`src/rtl/alu_pkg.sv`:
```
// Shared definitions for the ALU/result-memory block: operation encodings
// and the control FSM state type.
package alu_pkg;

    // Two-bit operation code presented on the op port.
    typedef enum logic [1:0] {
        OP_ADD = 2'b00,
        OP_SUB = 2'b01,
        OP_MUL = 2'b10,
        OP_DIV = 2'b11
    } op_e;

    // Control FSM: IDLE accepts, DIV waits on the iterative divider,
    // DONE is the single result-strobe cycle.
    typedef enum logic [1:0] {
        IDLE = 2'b00,
        DIV  = 2'b01,
        DONE = 2'b10
    } state_e;

endpackage

```
`src/rtl/seq_divider.sv`:
```
// Restoring unsigned divider producing one quotient bit per clock.
// The first step is taken on the start edge straight from the inputs, so
// after WIDTH edges (start edge included) the result is final and done
// pulses for one cycle.
module seq_divider #(
    parameter int WIDTH = 8
) (
    input  logic             clk,
    input  logic             rst,
    input  logic             start,
    input  logic [WIDTH-1:0] dividend,
    input  logic [WIDTH-1:0] divisor,
    output logic             done,
    output logic [WIDTH-1:0] quotient,
    output logic [WIDTH-1:0] remainder
);

    localparam int CW = $clog2(WIDTH + 1);

    logic [WIDTH-1:0] rem_r, quo_r, dvs_r;
    logic [CW-1:0]    cnt_r;
    logic             busy_r, done_r;

    logic [WIDTH-1:0] src_rem_s, src_quo_s, src_dvs_s;
    logic [WIDTH:0]   shifted_s, diff_s;
    logic [WIDTH-1:0] new_rem_s, new_quo_s;

    // One restoring step: shift in the next dividend bit, subtract when it fits.
    always_comb begin
        src_rem_s = rem_r;
        src_quo_s = quo_r;
        src_dvs_s = dvs_r;
        if (start) begin
            src_rem_s = '0;
            src_quo_s = dividend;
            src_dvs_s = divisor;
        end else begin
            src_rem_s = rem_r;
            src_quo_s = quo_r;
            src_dvs_s = dvs_r;
        end
        shifted_s = {src_rem_s, src_quo_s[WIDTH-1]};
        diff_s    = shifted_s - {1'b0, src_dvs_s};
        if (diff_s[WIDTH] == 1'b0) begin
            new_rem_s = diff_s[WIDTH-1:0];
        end else begin
            new_rem_s = shifted_s[WIDTH-1:0];
        end
        new_quo_s = {src_quo_s[WIDTH-2:0], ~diff_s[WIDTH]};
    end

    // Iteration state: load-and-step on start, then step until the count runs out.
    always_ff @(posedge clk) begin
        if (rst) begin
            rem_r  <= '0;
            quo_r  <= '0;
            dvs_r  <= '0;
            cnt_r  <= '0;
            busy_r <= 1'b0;
            done_r <= 1'b0;
        end else if (start) begin
            rem_r  <= new_rem_s;
            quo_r  <= new_quo_s;
            dvs_r  <= divisor;
            cnt_r  <= CW'(WIDTH - 1);
            busy_r <= 1'b1;
            done_r <= 1'b0;
        end else if (busy_r) begin
            rem_r <= new_rem_s;
            quo_r <= new_quo_s;
            cnt_r <= cnt_r - CW'(1);
            if (cnt_r == CW'(1)) begin
                busy_r <= 1'b0;
                done_r <= 1'b1;
            end
        end else begin
            done_r <= 1'b0;
        end
    end

    assign done      = done_r;
    assign quotient  = quo_r;
    assign remainder = rem_r;

endmodule

```
`src/rtl/param_alu_regfile.sv`:
```
// Four-function unsigned ALU with a small result memory. Add/sub/mul and
// divide-by-zero finish in one cycle; real divides go through seq_divider.
// Results may be stored into mem at the captured address on the strobe cycle.
module param_alu_regfile
    import alu_pkg::*;
#(
    parameter  int WIDTH = 8,
    parameter  int DEPTH = 8,
    localparam int AW    = $clog2(DEPTH)
) (
    input  logic               clk,
    input  logic               rst,
    input  logic               in_valid,
    output logic               in_ready,
    input  logic [WIDTH-1:0]   a,
    input  logic [WIDTH-1:0]   b,
    input  logic [1:0]         op,
    input  logic               we,
    input  logic [AW-1:0]      addr,
    output logic               out_valid,
    output logic [2*WIDTH-1:0] y,
    output logic               c,
    input  logic [AW-1:0]      rd_addr,
    output logic [2*WIDTH-1:0] rd_data
);

    state_e             state_r, state_nx_s;
    logic               in_ready_r, out_valid_r, c_r, we_r;
    logic [2*WIDTH-1:0] y_r;
    logic [AW-1:0]      addr_r;
    logic [2*WIDTH-1:0] mem_r [DEPTH];

    logic               accept_s, div_start_s, div_done_s;
    logic [WIDTH:0]     sum_s, dif_s;
    logic [2*WIDTH-1:0] prod_s, res_y_s;
    logic               res_c_s;
    logic [WIDTH-1:0]   quo_s, rem_s;

    assign accept_s    = in_valid && in_ready_r;
    assign div_start_s = accept_s && (op == OP_DIV) && (b != '0);
    assign sum_s       = {1'b0, a} + {1'b0, b};
    assign dif_s       = {1'b0, a} - {1'b0, b};
    assign prod_s      = {{WIDTH{1'b0}}, a} * {{WIDTH{1'b0}}, b};

    seq_divider #(.WIDTH(WIDTH)) u_div (
        .clk       (clk),
        .rst       (rst),
        .start     (div_start_s),
        .dividend  (a),
        .divisor   (b),
        .done      (div_done_s),
        .quotient  (quo_s),
        .remainder (rem_s)
    );

    // Single-cycle results; the OP_DIV arm only matters for a zero divisor.
    always_comb begin
        res_y_s = '0;
        res_c_s = 1'b0;
        case (op)
            OP_ADD: begin
                res_y_s = {{WIDTH{1'b0}}, sum_s[WIDTH-1:0]};
                res_c_s = sum_s[WIDTH];
            end
            OP_SUB: begin
                res_y_s = {{WIDTH{1'b0}}, dif_s[WIDTH-1:0]};
                res_c_s = dif_s[WIDTH];
            end
            OP_MUL: begin
                res_y_s = prod_s;
                res_c_s = 1'b0;
            end
            OP_DIV: begin
                res_y_s = '0;
                res_c_s = 1'b1;
            end
            default: begin
                res_y_s = '0;
                res_c_s = 1'b0;
            end
        endcase
    end

    // Next-state logic for the IDLE/DIV/DONE control FSM.
    always_comb begin
        state_nx_s = state_r;
        case (state_r)
            IDLE: begin
                if (div_start_s) begin
                    state_nx_s = DIV;
                end else if (accept_s) begin
                    state_nx_s = DONE;
                end else begin
                    state_nx_s = IDLE;
                end
            end
            DIV: begin
                if (div_done_s) begin
                    state_nx_s = DONE;
                end else begin
                    state_nx_s = DIV;
                end
            end
            DONE:    state_nx_s = IDLE;
            default: state_nx_s = IDLE;
        endcase
    end

    // State register plus registered handshake flags derived from the next state.
    always_ff @(posedge clk) begin
        if (rst) begin
            state_r     <= IDLE;
            in_ready_r  <= 1'b1;
            out_valid_r <= 1'b0;
        end else begin
            state_r     <= state_nx_s;
            in_ready_r  <= (state_nx_s == IDLE);
            out_valid_r <= (state_nx_s == DONE);
        end
    end

    // Command capture and result registers; y/c hold between strobes.
    always_ff @(posedge clk) begin
        if (rst) begin
            y_r    <= '0;
            c_r    <= 1'b0;
            we_r   <= 1'b0;
            addr_r <= '0;
        end else begin
            if (accept_s) begin
                we_r   <= we;
                addr_r <= addr;
            end
            if (accept_s && !div_start_s) begin
                y_r <= res_y_s;
                c_r <= res_c_s;
            end else if ((state_r == DIV) && div_done_s) begin
                y_r <= {rem_s, quo_s};
                c_r <= 1'b0;
            end
        end
    end

    // Result memory: cleared by reset, written at the end of the strobe cycle.
    always_ff @(posedge clk) begin
        if (rst) begin
            for (int i = 0; i < DEPTH; i++) begin
                mem_r[i] <= '0;
            end
        end else if ((state_r == DONE) && we_r) begin
            mem_r[addr_r] <= y_r;
        end
    end

    assign in_ready  = in_ready_r;
    assign out_valid = out_valid_r;
    assign y         = y_r;
    assign c         = c_r;
    assign rd_data   = mem_r[rd_addr];

endmodule

```
`config.mk`:
```
export PLATFORM = sky130hd
export DESIGN_NAME = param_alu_regfile
export DESIGN_NICKNAME = d
export VERILOG_FILES = /design/src/rtl/alu_pkg.sv /design/src/rtl/seq_divider.sv /design/src/rtl/param_alu_regfile.sv
export SDC_FILE = /design/constraint.sdc
export NUM_CORES = 1
export LEC_CHECK = 0
export ABC_AREA = 1
export CORE_UTILIZATION = 35
export DETAILED_ROUTE_END_ITERATION = 12
export GPL_TIMING_DRIVEN = 0
export HOLD_SLACK_MARGIN = 0.12
export PLACE_DENSITY = 0.48
export SYNTH_ARGS = -nofsm -noshare
export SYNTH_HDL_FRONTEND = slang
export SYNTH_HIERARCHICAL = 1
export SYNTH_SLANG_ARGS = --single-unit
```
`constraint.sdc`:
```
create_clock -name clk -period 9.85 [get_ports clk]
set_clock_uncertainty 0.2 [all_clocks]
set_input_delay 0.985 -clock clk [delete_from_list [all_inputs] [get_ports clk]]
set_output_delay 0.985 -clock clk [all_outputs]
set_load 0.1 [all_outputs]
```
# Word level (Yosys, flattened, before mapping)

Memories as Yosys holds them, arrays and structs flattened.
Cells that the tools add are included.

Logic and storage cells: 76
Bits in read-only memories: 0
Memories kept: 1
Bits of input ports: 28
Bits in writable memories: 128
Output and inout port bits: 35
Flip-flop bits (word level): 55
Latch bits: 0

Div/mod/pow operators: 0
Bitwise logic cells: 2
Add/subtract/negate cells: 4
Reduce and logical (&&, ||, !) cells: 16
Mux-type cells: 31
Shift operators: 0
Multiply operators: 1
Order comparisons: 0
Equality and inequality tests: 7

Memory list:

| memory | words | bits a word | read ports | clocked after memory_dff | wr ports | RTL line                | source |
|---|---|---|---|---|---|---|---|
| mem_r  | 8     | 16          | 1          | 0                        | 8        | param_alu_regfile.sv:31 | `logic [2*WIDTH-1:0] mem_r [DEPTH];` |

Operators with widths:

| cell                                             | number |
|---|---|
| 2-to-1 mux 8 bit                                 | 8 |
| case mux 16 bit (4 select lines)                 | 1 |
| 2-to-1 mux 16 bit                                | 3 |
| multiplier 8 x 8 -> 16 bit                       | 1 |
| OR reduction 16 bit                              | 1 |
| 2-to-1 mux 1 bit                                 | 11 |
| adder 8 x 8 -> 9 bit                             | 1 |
| 2-to-1 mux 3 bit                                 | 3 |
| subtractor 8 x 8 -> 9 bit                        | 1 |
| subtractor 9 x 8 -> 9 bit                        | 1 |
| == test 2 bit, second input constant             | 4 |
| nonzero test 8 bit                               | 1 |
| logical AND 1 bit                                | 6 |
| logical NOT 2 bit                                | 3 |
| 2-to-1 mux 2 bit                                 | 3 |
| == test 2 x 1 -> 1 bit, second input constant    | 2 |
| == test 4 x 1 -> 1 bit, second input constant    | 1 |
| case mux 1 bit (4 select lines)                  | 1 |
| case mux 2 bit (2 select lines)                  | 1 |
| nonzero test 2 bit                               | 2 |
| subtractor 4 x 1 -> 4 bit, second input constant | 1 |
| OR reduction 3 bit                               | 1 |
| inverter 1 bit                                   | 2 |
| OR reduction 2 bit                               | 1 |
| logical NOT 1 bit                                | 1 |

# Depth between registers and ports, before layout

Gate-level depths: netlist of run 1.

Depth after elaboration: 8
Mapped depth: 23
Gate-level depth less buffers: 21

# Modules after synthesis

The synthesis of run 1 kept the hierarchy.

By module, submodules not included:

| module            | instances | area each (sq um) | seq. area each (sq um) | cells each |
|---|---|---|---|---|
| param_alu_regfile | 1         | 9,850.7           | 4,344.2                | 1,152 |
| seq_divider       | 1         | 1,836.8           | 600.6                  | 264 |

# Worst setup path after synthesis of run 1

Ideal clock, no wire load.

Path type: input port to flip-flop
From: input port a[0]
To: register y_r[11] (netlist: y[11])
Setup slack: 4,959 ps
Library setup time: 120 ps
Stages on the path: 17
Data arrival time: 4,570 ps
Path buffers: 1
Required time: 9,530 ps
Cell sequence: clkbuf_1 -> nand2_1 -> fa_1 -> fa_1 -> inv_1 -> fa_1 -> inv_1 -> fa_1 -> inv_1 -> ha_1 -> nand2_1 -> o21ai_0 -> nor2_1 -> o21ai_0 -> nand2_1 -> nand3_1 -> a21oi_2

Cells in the longest elaborated chain, start to end: 3

Ends and longest elaborated chain:

| element                          | RTL line                 | source |
|---|---|---|
| start: declaration               | param_alu_regfile.sv:15  | `input logic [WIDTH-1:0] a,` |
| multiplier 8 x 8 -> 16 bit       | param_alu_regfile.sv:43  | `assign prod_s = {{WIDTH{1'b0}}, a} * {{WIDTH{1'b0}}, b};` |
| case mux 16 bit (4 select lines) | param_alu_regfile.sv:60  | `case (op)` |
| 2-to-1 mux 16 bit                | param_alu_regfile.sv:134 | `if (accept_s && !div_start_s) begin` |
| end signal: assignment           | param_alu_regfile.sv:135 | `y_r <= res_y_s;` |
| end signal: assignment           | param_alu_regfile.sv:138 | `y_r <= {rem_s, quo_s};` |
| end: declaration                 | param_alu_regfile.sv:29  | `logic [2*WIDTH-1:0] y_r;` |

Every way passes these cells.
A chain may end at the register's enable or synchronous reset.

# Final worst setup path of run 1

From: input port a[4]
To: register y_r[13] (netlist: y[13])

The elaborated chain is that of the path after synthesis.

==> flow_metrics.py, run 1 <==
metrics = {
    "status": {
        "status": "completed",
    },
    "place": {
        "io_buffers": 61,
        "dpl.hpwl_um": 26510,
        "gp_congestion": 0.8787,
    },
    "power": {
        "ir_drop_mv": 0.1143,
        "power.leakage_nw": 5.897,
        "powerDensity_nw_per_um2": 176.9,
    },
    "route": {
        "num_vias": 9354,
        "wl_per_cell_um": 17.72,
        "drc": 0,
        "drt_iter0_drc": 487,
        "antenna_left": 0,
        "dr.pass1.iters": 5,
        "avgViaCountPerCell": 4.794,
        "wl_um": 34570,
    },
    "synth": {
        "synth-edff-count": 128,
        "ys_seq_area_frac": 0.4231,
        "synth_nets": 1545,
        "synth_top_area_frac": 0.3289,
        "syn_inst": 1416,
        "synth_area_leader_cell": "edfxtp_1",
        "synth_seq_cells": 183,
        "netlist_area_um2": 11690,
        "syn_avg_cell_area_um2": 8.254,
        "synthTopCellsByArea": "edfxtp_1, nor2_1, dfxtp_1, nand2_1, fa_1",
        "synth_ff_type": "edfxtp_1",
        "ys_warn_count": 6,
        "async_flop_share": 0,
        "synth_cell_types": 56,
    },
    "sta": {
        "finalHoldViolCount": 0,
        "rsz0062_at_grt": "no",
        "whs_ns": 0.2727,
        "drv_slew": 0,
        "tightest_slew_ns": 1.018,
        "fmax_ghz": 0.1781,
        "setup_viol": 0,
        "fin_crit_sh": 0.5701,
        "fin_crit_ns": 5.615,
        "max_slew_margin": 0.3189,
        "fin_setup_tns_ns": 0,
    },
    "global_route": {
        "grt_max_degree": 18,
        "grtUsageMet3": 0.02608,
        "grt_pass1_wl_um": 53480,
        "use_met2": 0.3774,
        "grt_pass1_vias": 9326,
        "grt_overflow": 0,
        "grt_util_met1": 0.2640,
        "grt_most_used_layer": "met2",
        "grt_usage": 0.2124,
        "antenna_found_initial": 0,
    },
    "floorplan": {
        "dieArea_um2": 34130,
        "die_h_um": 184.7,
        "boundaryPins": 63,
        "core_um2": 32700,
        "rows": 66,
        "die_w_um": 184.7,
        "initial_utilization": 0.3574,
    },
    "run": {
        "drv_cap": 0,
    },
    "worst_setup_path": {
        "path_class": "in -> reg",
        "cp_max_fo": 10,
        "cp-end-kind": "flip-flop",
        "crit_arrival_ns": 5.73,
        "crit_path_start_kind": "primary input",
        "critPathRequiredTime_ns": 9.96,
    },
    "cts": {
        "clock_latency_ns": 0.43,
        "cts_tree": "yes",
        "postCtsSetupBuffers": 0,
        "clock-sinks": 183,
        "cts_resized": 0,
        "cts_hold_buf": 0,
        "root_buffer": "clkbuf_16",
        "clockBufferDepth": 2,
        "numCtsBuffers": 17,
        "clkTransAtPathRegs_ns": 0.07,
        "cts.htree.levels": 4,
    },
    "final_layout": {
        "final_util": 0.4105,
        "layout-drive-gt1-share": 0.07753,
        "diodes": 0,
        "area_growth_pct": 14.85,
        "fillers": 3469,
        "nNetsFinal": 1625,
    },
    "min_path": {
        "hp-class": "reg -> reg",
    },
}
-- cell type report --
class                           count  area, µm²  area share
Multi-Input combinational cell    956       5574      0.4153
Timing Repair Buffer               61      610.6     0.04549
Buffer                             59      342.8     0.02554
Clock inverter                     13      138.9     0.01035
Tap cell                          442      553.0     0.04120
Inverter                          218      825.8     0.06152
Sequential cell                   183       4945      0.3684
Clock buffer                       19      432.9     0.03225
-- Yosys cell counts, types with 7 or more instances --
cell,number
nand2_1,215
nor3_1,7
dfxtp_1,55
o22ai_1,16
fa_1,39
a31oi_1,23
nor2_1,303
ha_1,62
edfxtp_1,128
o21ai_1,9
nand4_1,11
mux2i_1,8
buf_2,19
buf_6,9
nand3_1,46
nand2_2,10
clkbuf_1,27
inv_1,204
inv_2,10
a21oi_1,40
a21oi_2,7
o21ai_0,102
-- per-stage QoR --
stage | total power, mW | std cells | area (µm²) | worst slack [ns]
2_1_floorplan | 1.480 | 1416 | 11690 | 4.959
3_3_place_gp | 1.711 | 1919 | 12850 | 3.791
3_5_place_dp | 1.714 | 1919 | 12850 | 3.789
4_1_cts | 2.394 | 1951 | 13420 | 4.250
5_1_grt | 2.520 | 1951 | 13420 | 3.993
6_report | 2.374 | 1951 | 13420 | 4.235
-- final timing paths --
| check | start | endpoint | slack [ns] | depth (start not counted) |
|---|---|---|---|---|
| setup / recovery | a[4] | y[13] | 4.23 | 15 |
| hold / removal | u_div/dvs_r[0] | u_div/dvs_r[0] | 0.27 | 2 |
| setup reg to reg | in_ready | u_div/remainder[6] | 6.45 | 21 |
| hold reg to reg | u_div/dvs_r[0] | u_div/dvs_r[0] | 0.27 | 2 |
-- cells by family after synthesis --
kind of cell             Yosys count  share of synthesized area
AO/OA/AOI/OAI                    221                     0.1084
multiplexers                       8                   0.006852
AND/OR/NAND/NOR                  618                     0.2225
adder cells (fa/ha/maj)          101                     0.1332
flip-flops                       183                     0.4231
buffers and inverters            277                    0.09999
XOR/XNOR                           8                   0.005994
-- cell usage in the layout, fill, tap and decap left out, drive strengths merged, types with 4 or more instances in the layout --
cell and n:
nor2 313, o21bai 6, fa 39, nand4 12, ha 62, a31oi 23, nand3 50, xnor2 4
nor3 7, inv 223, a21oi 48, dfxtp 55, clkdlybuf4s50 61, buf 31, o22ai 16, o21ai 113
or2 6, edfxtp 128, xor2 4, o211ai 5, nand2 228, mux2i 8, clkinv 6, clkbuf 47
-- critical path, cell delays in order --
cell             delay [ns]
clkdlybuf4s50_1        0.73
ha_1                   0.44
fa_1                   0.56
fa_1                   0.44
fa_1                   0.56
inv_1                  0.06
fa_1                   0.53
inv_1                  0.04
ha_1                   0.38
a21oi_1                0.21
o21ai_0                0.14
nand2_1                0.08
nand3_1                0.08
o21ai_0                0.39
a21oi_2                0.08
-- layer usage --
layer  vias to the layer above  share of wire
met2                       186           0.50
met5                         -              0
met1                      4406           0.44
met3                        34          0.032
met4                         0          0.029
li1                       4728              -
-- flip-flops by register name, indices dropped and copies added (netlist names), 2 cells and up --
name             flops
addr_r               3
y                   16
u_div/cnt_r          4
state_r              2
u_div/quotient       8
u_div/remainder      8
mem_r              128
u_div/dvs_r          8
-- where the power goes --
part / switching, mW / internal [mW] / total [mW]
combinational: 0.559 / 0.253 / 0.812
clock: 0.325 / 0.358 / 0.683
sequential: 0.0230 / 0.856 / 0.879
Note: power is estimated with default switching activity, not from simulation.
==> inputs of run 2 (changes only) <==
==> constraint.sdc (replaced) <==
create_clock -name clk -period 5.8 [get_ports clk]
set_clock_uncertainty 0.2 [all_clocks]
set_input_delay 0.58 -clock clk [delete_from_list [all_inputs] [get_ports clk]]
set_output_delay 0.58 -clock clk [all_outputs]
set_load 0.1 [all_outputs]
==> results of run 2 <==
The final DEF is identical to that of run 1. Status: completed.
Among the figures that moved: setup slack after placement 3.789 ns -> 0.1437 ns; setup slack after layout 4.235 ns -> 0.5896 ns; hold slack 0.2727 ns -> 0.2486 ns; register-to-register setup slack 6.45 ns -> 2.40 ns; end point of the worst hold path u_div/dvs_r[0] -> c; total power 2.374 mW -> 4.032 mW; worst IR drop on VDD 0.1143 mV -> 0.1942 mV
==> inputs of run 3 (changes only) <==
--- a/config.mk
+++ b/config.mk
@@ -5,7 +5,6 @@
 export SDC_FILE = /design/constraint.sdc
 export NUM_CORES = 1
 export LEC_CHECK = 0
-export ABC_AREA = 1
 export CORE_UTILIZATION = 35
 export DETAILED_ROUTE_END_ITERATION = 12
 export GPL_TIMING_DRIVEN = 0
==> run 3 against run 2 <==
Against the previous run: total power shrank 4.2%; core utilization is essentially flat; non-clock buffer count shrank 21; flip-flop and latch count is the same; hold slack gained 0.025 ns; sequential share of layout area grew 1.1 points.
==> flow_metrics.py, run 3 <==
metrics = {
    "status": {
        "status": "completed",
    },
    "worst_setup_path": {
        "critPathRequiredTime_ns": 5.93,
        "crit_path_cell_trace": "clkdlybuf4s50_1 > inv_1 > nor2_1 > fa_1 > fa_1 > inv_1 > fa_1 > fa_1 > inv_1 > ha_1 > o21ai_0 > nor2_1 > o41a_1 > a311oi_2 > xnor2_1 > o22ai_2",
        "path_class": "in -> reg",
        "critPathSlowestCell": "clkdlybuf4s50_1",
        "crit_path_start_kind": "primary input",
        "critPathTopFamily": "adder cells",
        "critPathBufInv": 4,
        "cp_max_fo": 7,
        "crit_top_cell": "fa_1",
        "cp-end-kind": "flip-flop",
        "worst_path_largest_cell_delay_ns": 0.66,
        "crit_arrival_ns": 5.56,
    },
    "place": {
        "io_buffers": 59,
        "place_area_um2": 12440,
        "gp_congestion": 0.8212,
        "dpl.hpwl_um": 22200,
    },
    "route": {
        "dr.pass1.iters": 5,
        "wl_um": 30200,
        "antenna_left": 0,
        "avgViaCountPerCell": 5.087,
        "num_vias": 7666,
        "drt_iter0_drc": 457,
        "wl_per_cell_um": 20.04,
        "drc": 0,
    },
    "cts": {
        "clock_latency_ns": 0.44,
        "root_buffer": "clkbuf_16",
        "cts_hold_buf": 0,
        "postCtsSetupBuffers": 0,
        "cts_resized": 0,
        "clockBufferDepth": 2,
        "numCtsBuffers": 17,
        "clkTransAtPathRegs_ns": 0.08,
        "clock-sinks": 183,
        "cts.htree.levels": 4,
        "cts_tree": "yes",
    },
    "global_route": {
        "grt_pass1_wl_um": 46940,
        "grt_overflow": 0,
        "antenna_found_initial": 0,
        "grt_max_degree": 19,
        "grt_pass1_vias": 7718,
        "grt_usage": 0.1895,
    },
    "floorplan": {
        "initial_utilization": 0.3579,
        "core_um2": 31720,
        "boundaryPins": 63,
        "rows": 65,
        "dieArea_um2": 33150,
        "die_h_um": 182.1,
        "die_w_um": 182.1,
    },
    "final_layout": {
        "largest_reg_flops": 128,
        "largest-register": "mem_r",
        "final_common_cell": "and2_1",
        "final_util": 0.4109,
        "nNetsFinal": 1221,
        "diodes": 0,
        "layout-drive-gt1-share": 0.09955,
        "final_cell_area_um2": 13030,
        "final_cell_mix": "and2_1, edfxtp_1, nor2_1, inv_1, ha_1",
        "area_growth_pct": 14.81,
    },
    "synth": {
        "netlist_area_um2": 11350,
        "synth_area_leader_cell": "edfxtp_1",
        "synth_ff_type": "edfxtp_1",
        "syn_avg_cell_area_um2": 11.19,
        "syn_inst": 1014,
        "synthTopCellsByArea": "edfxtp_1, dfxtp_1, and2_1, fa_1, ha_1",
        "ys_seq_area_frac": 0.4356,
        "synth_nets": 1143,
        "yosysMostFrequentCell": "and2_1",
        "synth_top_area_frac": 0.3386,
        "synthTopCellsByCount": "and2_1, edfxtp_1, nor2_1, inv_1, ha_1",
        "synth_seq_cells": 183,
        "async_flop_share": 0,
        "ys_warn_count": 6,
        "synth_cell_types": 67,
        "synth-edff-count": 128,
    },
    "power": {
        "power.leakage_nw": 5.137,
        "powerDensity_nw_per_um2": 296.4,
        "ir_drop_mv": 0.1982,
        "report.power.total_mw": 3.863,
    },
    "run": {
        "drv_cap": 0,
    },
    "sta": {
        "fin_crit_sh": 0.9368,
        "whs_ns": 0.2735,
        "fin_crit_ns": 5.433,
        "fmax_ghz": 0.1840,
        "rsz0062_at_grt": "no",
        "finalHoldViolCount": 0,
        "max_slew_margin": 0.3456,
        "tightest_slew_ns": 0.9742,
        "setup_viol": 0,
        "drv_slew": 0,
    },
    "min_path": {
        "hp-class": "reg -> reg",
    },
}
## run 3: cell types whose count changed in the layout (fill, tap and decap cells not counted), sizes merged, moves of 16 or more
cell	delta
a31oi	-16
and2	+164
nand3	-41
mux2	+17
nand2	-179
mux4	+32
mux2i	+21
a211oi	+16
o21ai	-86
inv	-144
nor2b	+18
nor2	-227
buf	-17
## run 3: kinds of logic after synthesis
| kind of cell | count (synthesis) | synth area share |
|---|---|---|
| and+or+nand+nor | 377 | 0.1781 |
| DFF | 183 | 0.4356 |
| AOI/OAI and AO/OA | 139 | 0.08609 |
| buffers and inverters | 112 | 0.03858 |
| adders and majority gates | 101 | 0.1371 |
| muxes | 78 | 0.1059 |
| xor gates and xnor gates | 24 | 0.01852 |
## run 3: worst min-delay path, stage by stage, from the launching register on
cell and delay [ns]:
dfxtp_1 0.32, nand2_1 0.06, a21oi_1 0.05
## run 3: where the power goes
| group | switching, mW | internal, mW |
|---|---|---|
| Clock | 0.561 | 0.615 |
| Sequential | 0.0574 | 1.45 |
| Combinational | 0.743 | 0.440 |
## run 3: path summary, 6_finish.rpt
kind,startpoint,end,slack (ns),cells past startpoint
setup / recovery,a[1],y[15],0.37,16
hold / removal,addr_r[0],addr_r[0],0.27,2
setup reg to reg,in_ready,u_div/remainder[0],1.85,12
hold reg to reg,addr_r[0],addr_r[0],0.27,2
## run 3: area by class of cell
cell class              instances  area [µm²]
well taps                     402       503.0
plain buffers                  40       167.7
clock inverters                14       158.9
clock buffers                  18       429.2
flip-flops and latches        183        4945
multi-input cells             719        5968
repair buffers                 59       590.6
inverters                      72       270.3
fillers                      3061       18690
## run 3: stage by stage
| step | setup WS (ns) | cells | TNS, ns |
|---|---|---|---|
| 2_1_floorplan | 1.066 | 1014 | 0 |
| 3_3_place_gp | -0.1124 | 1475 | -0.2408 |
| 3_5_place_dp | -0.1313 | 1475 | -0.2641 |
| 4_1_cts | 0.3460 | 1507 | 0 |
| 5_1_grt | 0.1995 | 1507 | 0 |
| 6_report | 0.3666 | 1507 | 0 |
## run 3: routing by layer
| metal | track usage | up-vias | share of wire |
|---|---|---|---|
| met5 | 0 | - | 0 |
| met3 | 0.02694 | 23 | 0.026 |
| li1 | - | 3723 | - |
| met1 | 0.2592 | 3778 | 0.48 |
| met2 | 0.3174 | 142 | 0.48 |
| met4 | 0.04336 | 0 | 0.014 |
